`src/rtl/bcd_serial_adder.sv`:
```
// Digit-serial packed-BCD adder. Adds two DIGITS-wide BCD operands one digit
// per clock, least-significant digit first, with a start/done handshake.
//
// Ports:
//   clk    - system clock, rising edge
//   reset  - synchronous active-high reset
//   start  - request, sampled only while idle (with a, b, cin)
//   a, b   - packed BCD operands, 4*DIGITS bits
//   cin    - decimal carry-in
//   busy   - high while digits are being processed (DIGITS cycles)
//   done   - one-cycle pulse; sum/cout/err valid from this cycle on
//   sum    - packed BCD result
//   cout   - decimal carry-out of the most-significant digit
//   err    - set if any digit of a or b was greater than 9
module bcd_serial_adder #(
    parameter int unsigned DIGITS = 4
) (
    input  logic                  clk,
    input  logic                  reset,
    input  logic                  start,
    input  logic [4*DIGITS-1:0]   a,
    input  logic [4*DIGITS-1:0]   b,
    input  logic                  cin,
    output logic                  busy,
    output logic                  done,
    output logic [4*DIGITS-1:0]   sum,
    output logic                  cout,
    output logic                  err
);

    localparam int unsigned W     = 4 * DIGITS;
    localparam int unsigned IDX_W = (DIGITS > 1) ? $clog2(DIGITS) : 1;
    localparam int unsigned CMP_W = 5;

    typedef enum logic [1:0] {
        S_IDLE,
        S_ADD,
        S_DONE
    } state_t;

    state_t              state_q, state_d;
    logic                busy_d, done_d;
    logic                busy_q, done_q;

    logic [W-1:0]        a_q, b_q, acc_q, acc_d;
    logic [IDX_W-1:0]    idx_q;
    logic                carry_q, err_acc_q;
    logic [W-1:0]        sum_q;
    logic                cout_q, err_q;

    logic                last_digit;
    logic [3:0]          a_d, b_d, digit;
    logic [CMP_W-1:0]    s_bin, s_adj;
    logic                s_gt9;
    logic                err_d;

    // State register
    always_ff @(posedge clk) begin
        if (reset) begin
            state_q <= S_IDLE;
        end else begin
            state_q <= state_d;
        end
    end

    // Next state and next-cycle handshake outputs
    always_comb begin
        state_d = state_q;
        case (state_q)
            S_IDLE:  if (start) state_d = S_ADD;
            S_ADD:   if (last_digit) state_d = S_DONE;
            S_DONE:  state_d = S_IDLE;
            default: state_d = S_IDLE;
        endcase
        busy_d = (state_d == S_ADD);
        done_d = (state_d == S_DONE);
    end

    // One digit step: 5-bit binary sum, >9 compare selects +6 correction and carry
    always_comb begin
        last_digit = (idx_q == IDX_W'(DIGITS - 1));
        a_d        = a_q[{idx_q, 2'b00} +: 4];
        b_d        = b_q[{idx_q, 2'b00} +: 4];
        s_bin      = CMP_W'(a_d) + CMP_W'(b_d) + CMP_W'(carry_q);
        s_gt9      = (s_bin > CMP_W'(9));
        s_adj      = s_bin + CMP_W'(6);
        digit      = s_gt9 ? s_adj[3:0] : s_bin[3:0];
        err_d      = err_acc_q | (a_d > 4'd9) | (b_d > 4'd9);
        acc_d      = acc_q;
        acc_d[{idx_q, 2'b00} +: 4] = digit;
    end

    // Operand latches, digit accumulator and result registers
    always_ff @(posedge clk) begin
        if (reset) begin
            a_q       <= '0;
            b_q       <= '0;
            acc_q     <= '0;
            idx_q     <= '0;
            carry_q   <= 1'b0;
            err_acc_q <= 1'b0;
            sum_q     <= '0;
            cout_q    <= 1'b0;
            err_q     <= 1'b0;
            busy_q    <= 1'b0;
            done_q    <= 1'b0;
        end else begin
            busy_q <= busy_d;
            done_q <= done_d;
            case (state_q)
                S_IDLE: begin
                    if (start) begin
                        a_q       <= a;
                        b_q       <= b;
                        carry_q   <= cin;
                        idx_q     <= '0;
                        err_acc_q <= 1'b0;
                        acc_q     <= '0;
                    end
                end
                S_ADD: begin
                    carry_q   <= s_gt9;
                    err_acc_q <= err_d;
                    acc_q     <= acc_d;
                    if (last_digit) begin
                        // Results become visible only on the edge entering DONE
                        sum_q  <= acc_d;
                        cout_q <= s_gt9;
                        err_q  <= err_d;
                    end else begin
                        idx_q <= idx_q + IDX_W'(1);
                    end
                end
                default: ;
            endcase
        end
    end

    assign busy = busy_q;
    assign done = done_q;
    assign sum  = sum_q;
    assign cout = cout_q;
    assign err  = err_q;

endmodule

```
`config.mk`:
```
export PLATFORM = sky130hd
export DESIGN_NAME = bcd_serial_adder
export DESIGN_NICKNAME = d
export VERILOG_FILES = /design/src/rtl/bcd_serial_adder.sv
export SDC_FILE = /design/constraint.sdc
export NUM_CORES = 1
export LEC_CHECK = 0
export BUFFER_PORTS_ARGS = -buffer_cell sky130_fd_sc_hd__buf_2
export CAP_MARGIN = 10
export CELL_PAD_IN_SITES_DETAIL_PLACEMENT = 1
export CELL_PAD_IN_SITES_GLOBAL_PLACEMENT = 1
export CORE_MARGIN = 1.5
export CORE_UTILIZATION = 46
export CTS_CLUSTER_SIZE = 16
export DETAILED_ROUTE_END_ITERATION = 7
export GPL_TIMING_DRIVEN = 0
export HOLD_SLACK_MARGIN = 0.05
export PLACE_DENSITY = 0.88
export SLEW_MARGIN = 0
export SYNTH_ARGS = -nofsm -noshare
export SYNTH_HDL_FRONTEND = slang
export SYNTH_SLANG_ARGS = --single-unit
```
`constraint.sdc`:
```
create_clock -name clk -period 6.95 [get_ports clk]
set_clock_uncertainty 0.1 [all_clocks]
set_input_delay 1.0425 -clock clk [delete_from_list [all_inputs] [get_ports clk]]
set_output_delay 1.0425 -clock clk [all_outputs]
set_load 0.02 [all_outputs]
```
======== After elaboration in Yosys (flattened, before gate mapping) ========
Cells that the tools add are included.
operators by class
  $add $sub $neg .......................... 5
  multipliers ............................. 0
  divide/modulo/power cells ............... 0
  $lt $le $gt $ge ......................... 3
  equal/unequal tests ..................... 6
  shift-type cells ........................ 4
  multiplexer cells ....................... 14
  bitwise gates (word level) .............. 2
  reductions and logical operators ........ 6
operators with widths
  operator                count
  $pmux 16 s2             1
  $shiftx 16x5->4         2
  $bwmux 16               1
  $mux 16                 1
  $shift 4x6->16 const A  1
  $shiftx 4x6->16         1
  $gt 4x4->1 const B      2
  $mux 2                  4
  $pmux 2 s2              2
  $neg 4->6               1
  $reduce_and 2->1        3
  $add 4x4->5             1
  $add 5x1->5             1
  $gt 5x4->1 const B      1
  $add 4x3->4 const B     1
  $eq 2x1->1 const B      2
  $eq 2x2->1 const B      2
  $mux 4                  1
  $ne 2x2->1 const B      2
  $pmux 1 s2              2
  $reduce_and 3->1        1
  $add 2x1->2 const B     1
  $logic_not 2->1         1
  $mux 1                  2
  2 further kinds         3
storage, ports and cells
  bits in registers ....................... 74
  bits in latches ......................... 0
  memory bits (writable) .................. 0
  ROM bits ................................ 0
  input port bits ......................... 36
  output and inout port bits .............. 20
  logic and storage cells ................. 52
  memories kept ........................... 0

======== Logic depth before layout (Yosys ltp) ========
  depth in word-level cells ............... 8
  gate-level depth with buffers ........... 11
  gate-level depth less buffers ........... 10

======== Worst setup path before layout ========
Ideal clock, no wire load.
  path type ............................... flip-flop to flip-flop
  from .................................... register idx_q[0]
  to ...................................... register sum_q[10] (netlist: sum[10])
  library setup time ...................... 70 ps
  arrival time ............................ 3666 ps
  required time ........................... 6780 ps
  setup slack ............................. 3113 ps
  stages on the path, launching flop included .. 12
  buffers on the path ..................... 1
  period minus slack after synthesis ...... 3837 ps
  cells stage by stage .................... dfxtp_1 -> buf_2 -> mux4_2 -> fa_1 -> fa_1 -> xnor2_2 -> ha_1 -> nor2b_1 -> a31oi_4 -> a31oi_4 -> mux2_2 -> a21oi_1
between the ends
  word-level cells in the longest chain between the ends .. 7
  elaborated cells between the ends (all ways) .. 13
  classes of those cells .................. 4 x add/sub; 1 x order compare; 1 x eq/ne; 4 x shift; 2 x mux; 1 x reduce/logical
RTL lines
  element                                           line    RTL
  start, declared                                   46      logic [IDX_W-1:0] idx_q;
  start signal, assigned                            131     idx_q <= idx_q + IDX_W'(1);
  $shiftx 16x5->4 (on tied branches)                82, 83
  $add 4x4->5                                       84      s_bin = CMP_W'(a_d) + CMP_W'(b_d) + CMP_W'(carry_q);
  $add 5x1->5                                       84
  $add 4x3->4 / $gt 5x4->1 (equally long branches)  86, 85
  $mux 4                                            87      digit = s_gt9 ? s_adj[3:0] : s_bin[3:0];
  $shiftx 4x6->16                                   90      acc_d[{idx_q, 2'b00} +: 4] = digit;
  $bwmux 16                                         90
  end signal, assigned                              102     sum_q <= '0;
  end signal, assigned                              127     sum_q <= acc_d;
  end, declared                                     48      logic [W-1:0] sum_q;
Several ways; a longest one is shown, not always the timed one.
A chain may end at the register's enable or synchronous reset.

======== Final worst setup path ========
  from .................................... register idx_q[0]
  to ...................................... register acc_q[10]
between the ends
  word-level cells in the longest chain between the ends .. 8
  elaborated cells between the ends (all ways) .. 12
  classes of those cells .................. 4 x add/sub; 1 x order compare; 4 x shift; 3 x mux
RTL lines
  element                                           line    RTL
  $shiftx 16x5->4 (on tied branches)                82, 83
  $add 4x4->5                                       84
  $add 5x1->5                                       84
  $add 4x3->4 / $gt 5x4->1 (equally long branches)  86, 85
  $mux 4                                            87
  $shiftx 4x6->16                                   90
  $bwmux 16 *                                       90
  $pmux 16 s2 *                                     110     case (state_q)
  end signal, assigned                              98      acc_q <= '0;
  end signal, assigned                              118     acc_q <= '0;
  end signal, assigned                              124     acc_q <= acc_d;
  end, declared                                     45      logic [W-1:0] a_q, b_q, acc_q, acc_d;
Every way passes the cells marked *; elsewhere a longest branch is shown, timed or not.

==> impl_metrics.yaml <==
status:
  status: "completed"
global_route:
  grt_pass1_wl_um: 17200
  grt_busiest_layer: "met2"
  antenna_found_initial: 0
  grt_use_met3: 0.0429
  grt_max_degree: 13
  use_met1: 0.309
  grt-ovfl-total: 0
  grt_pass1_vias: 3533
  grt_use_total: 0.268
  grtUsageMet2: 0.459
sta:
  tightest_slew_ps: 1220
  min_period_over_period: 0.649
  fmax_mhz: 222
  rsz0062_at_grt: "no"
  hold_viol: 0
  setup-violations-final: 0
  setup_tns_ps: 0
  worst_slack_ps: 2440
  post-route-min-period_ps: 4510
  max_slew_margin: 0.173
  slew_violations: 0
detailed_routing:
  drt-initial-drc-count: 85
  wirelength_um: 10500
  post-route-drc-count: 0
  routedWlPerCell_um: 18.2
  avgViaCountPerCell: 5.75
  dr.pass1.iters: 4
  drtAntennaViolNets: 0
  num_vias: 3308
synthesis:
  synth_edf_count: 0
  ys_top_cells_by_area: "dfxtp_1, a21oi_1, nand2_1"
  synth-simple-area-share: 0.179
  synth_top_cell_by_area: "dfxtp_1"
  synthAdderAreaFrac: 0.0466
  ys_types: 47
  postSynthCellCount: 406
  synth_mux_area_frac: 0.0661
  ys_seq_area_frac: 0.418
  async_reset_ff_frac: 0
  synth.top_cell.area_share: 0.418
  yosysWarnings: 0
  synthXorXnorAreaFrac: 0.00706
  synthFlopType: "dfxtp_1"
  synth_compound_area_frac: 0.242
  syn_avg_cell_area_um2: 8.72
  synth_top_family_by_area: "compound AO/OA/AOI/OAI gates"
  synth_area_um2: 3540
  synth_fp_nets: 454
  ys_ff_latch: 74
clocking:
  cts_hold_buf: 0
  clk_latency_ps: 360
  clockRootBuffer: "clkbuf_8"
  cts_max_level: 3
  cts_setup_buffers: 0
  clock-sinks: 74
  ctsResizeCount: 0
  cts_inserted_buffers: 9
  cts_buffer_depth: 2
  cts_tree: "yes"
  path_clk_slew_ps: 80
critical_path:
  slowest_stage: "fa_1"
  crit_buf_inv: 2
  timing.rr.start: "idx_q[0]$_SDFFE_PP0P_"
  endpoint_kind: "flop"
  critical_path.cell_chain: "buf_2 -> mux4_2 -> fa_1 -> fa_1 -> inv_2 -> ha_1 -> nor2b_1 -> a31oi_4 -> a31oi_4 -> mux2i_1 -> a22o_1"
  cp.required_ps: 7150
  path_max_fanout: 10
  max_stage_delay_ps: 680
  setup.worst_path.start_class: "flop"
  criticalPathCategory: "reg2reg"
  cp_top_family: "adder cells"
  setup.worst_path.start: "idx_q[0]$_SDFFE_PP0P_"
  arrival_ps: 4710
floorplan:
  die_area_um2: 8240
  core_area_um2: 7370
  initial_core_util: 0.481
  die_y_um: 90.8
  num_rows: 31
  die_w_um: 90.8
  ios: 56
place:
  hpwl_um: 7590
  place_ws_ps: 2470
  io_buffers: 54
  gp_congestion: 0.851
  place_area_um2: 3940
layout:
  syn2layout_area_growth_pct: 17.3
  n_antenna_cell: 0
  final_nets: 519
  finalInstanceArea_um2: 4160
  final_common_cell: "dfxtp_1"
  final_cell_mix: "dfxtp_1, nand2_1, buf_2, a21oi_1, nor2_1"
  drive_above_1_share: 0.204
  fin_util: 0.564
worst_hold_path:
  hold_start: "b_q[8]$_SDFFE_PP0P_"
  worst_hold_path_type: "reg2reg"
power:
  p_per_area_nw_per_um2: 237
  vdd_drop_max_mv: 0.111
  leakage_nw: 1.67
flow_run:
  maxCapViolCount: 0
cell usage after synthesis (2+ instances only):
cell	number
dfxtp_1	74
nand2_1	72
a21oi_1	57
nor2_1	44
clkbuf_1	18
a22o_1	13
a22oi_1	11
ha_1	10
o21ai_0	9
a21o_1	8
mux4_2	8
inv_1	7
nor3_1	6
buf_1	5
a211oi_2	4
a221oi_1	4
a31oi_1	4
and2_1	4
a211oi_1	3
buf_2	3
mux2_2	3
nand2b_1	3
nor3b_1	3
nor4bb_1	3
o31a_1	3
a211o_1	2
a31oi_4	2
fa_1	2
mux2i_1	2
nor2b_1	2
area by class of cell:
class	count	area (µm²)
fill	917	3210
multi-input combinational	297	1920
sequential	74	1480
timing repair buffer	54	270
clock buffer	11	141
tap	99	124
buffer	27	113
clock inverter	5	77.6
inverter	8	30.0
stage by stage:
stage	hold WS, ps	power, W	instances
2_1_floorplan	333	0.000568	406
3_3_place_gp	339	0.000610	559
3_5_place_dp	348	0.000618	559
4_1_cts	358	0.000991	575
5_1_grt	383	0.00103	575
6_report	359	0.000986	575
logic make-up (layout without fill, tap and decap cells):
| family | count (synthesis) | count (layout) |
|---|---|---|
| AOI/OAI and AO/OA | 126 | 126 |
| xor gates and xnor gates | 2 | 2 |
| adders and majority gates | 12 | 12 |
| buffers and inverters | 35 | 105 |
| DFF | 74 | 74 |
| muxes | 13 | 13 |
| and+or+nand+nor | 144 | 144 |
worst register-to-register path, delay by kind of cell (launching register included):
family | cells | cell delay [ps]
AO/OA/AOI/OAI | 3 | 770
AND/OR/NAND/NOR | 1 | 160
adder cells (fa/ha/maj) | 3 | 1360
buffers and inverters | 2 | 530
multiplexers | 2 | 1040
flip-flops | 1 | 510
worst paths after layout:
| kind | endpoint | slack (ps) | cells past startpoint |
|---|---|---|---|
| min reg2reg | b_q[8]$_SDFFE_PP0P_ | 360 | 2 |
| max | acc_q[10]$_SDFFE_PP0P_ | 2440 | 11 |
| min | b_q[8]$_SDFFE_PP0P_ | 360 | 2 |
| max reg2reg | acc_q[10]$_SDFFE_PP0P_ | 2440 | 11 |
power breakdown:
| group | internal, W | switching [W] | total, W |
|---|---|---|---|
| sequential | 0.000438 | 0.00000927 | 0.000447 |
| clock | 0.000211 | 0.000165 | 0.000376 |
| combinational | 0.0000605 | 0.000103 | 0.000164 |
registers in the layout, summed over array words and instances, names as in the netlist:
register / cells
carry_q: 1
b_q: 16
done: 1
idx_q: 2
a_q: 16
state_q: 2
busy: 1
cout: 1
acc_q: 16
sum: 16
err_acc_q: 1
err: 1
per-layer routing:
metal | wire, µm | up-vias
li1 | - | 1568
met1 | 4350 | 1609
met2 | 5310 | 96
met3 | 400 | 35
met4 | 423 | 0
met5 | 0 | -
(Power assumes the default switching activity.)
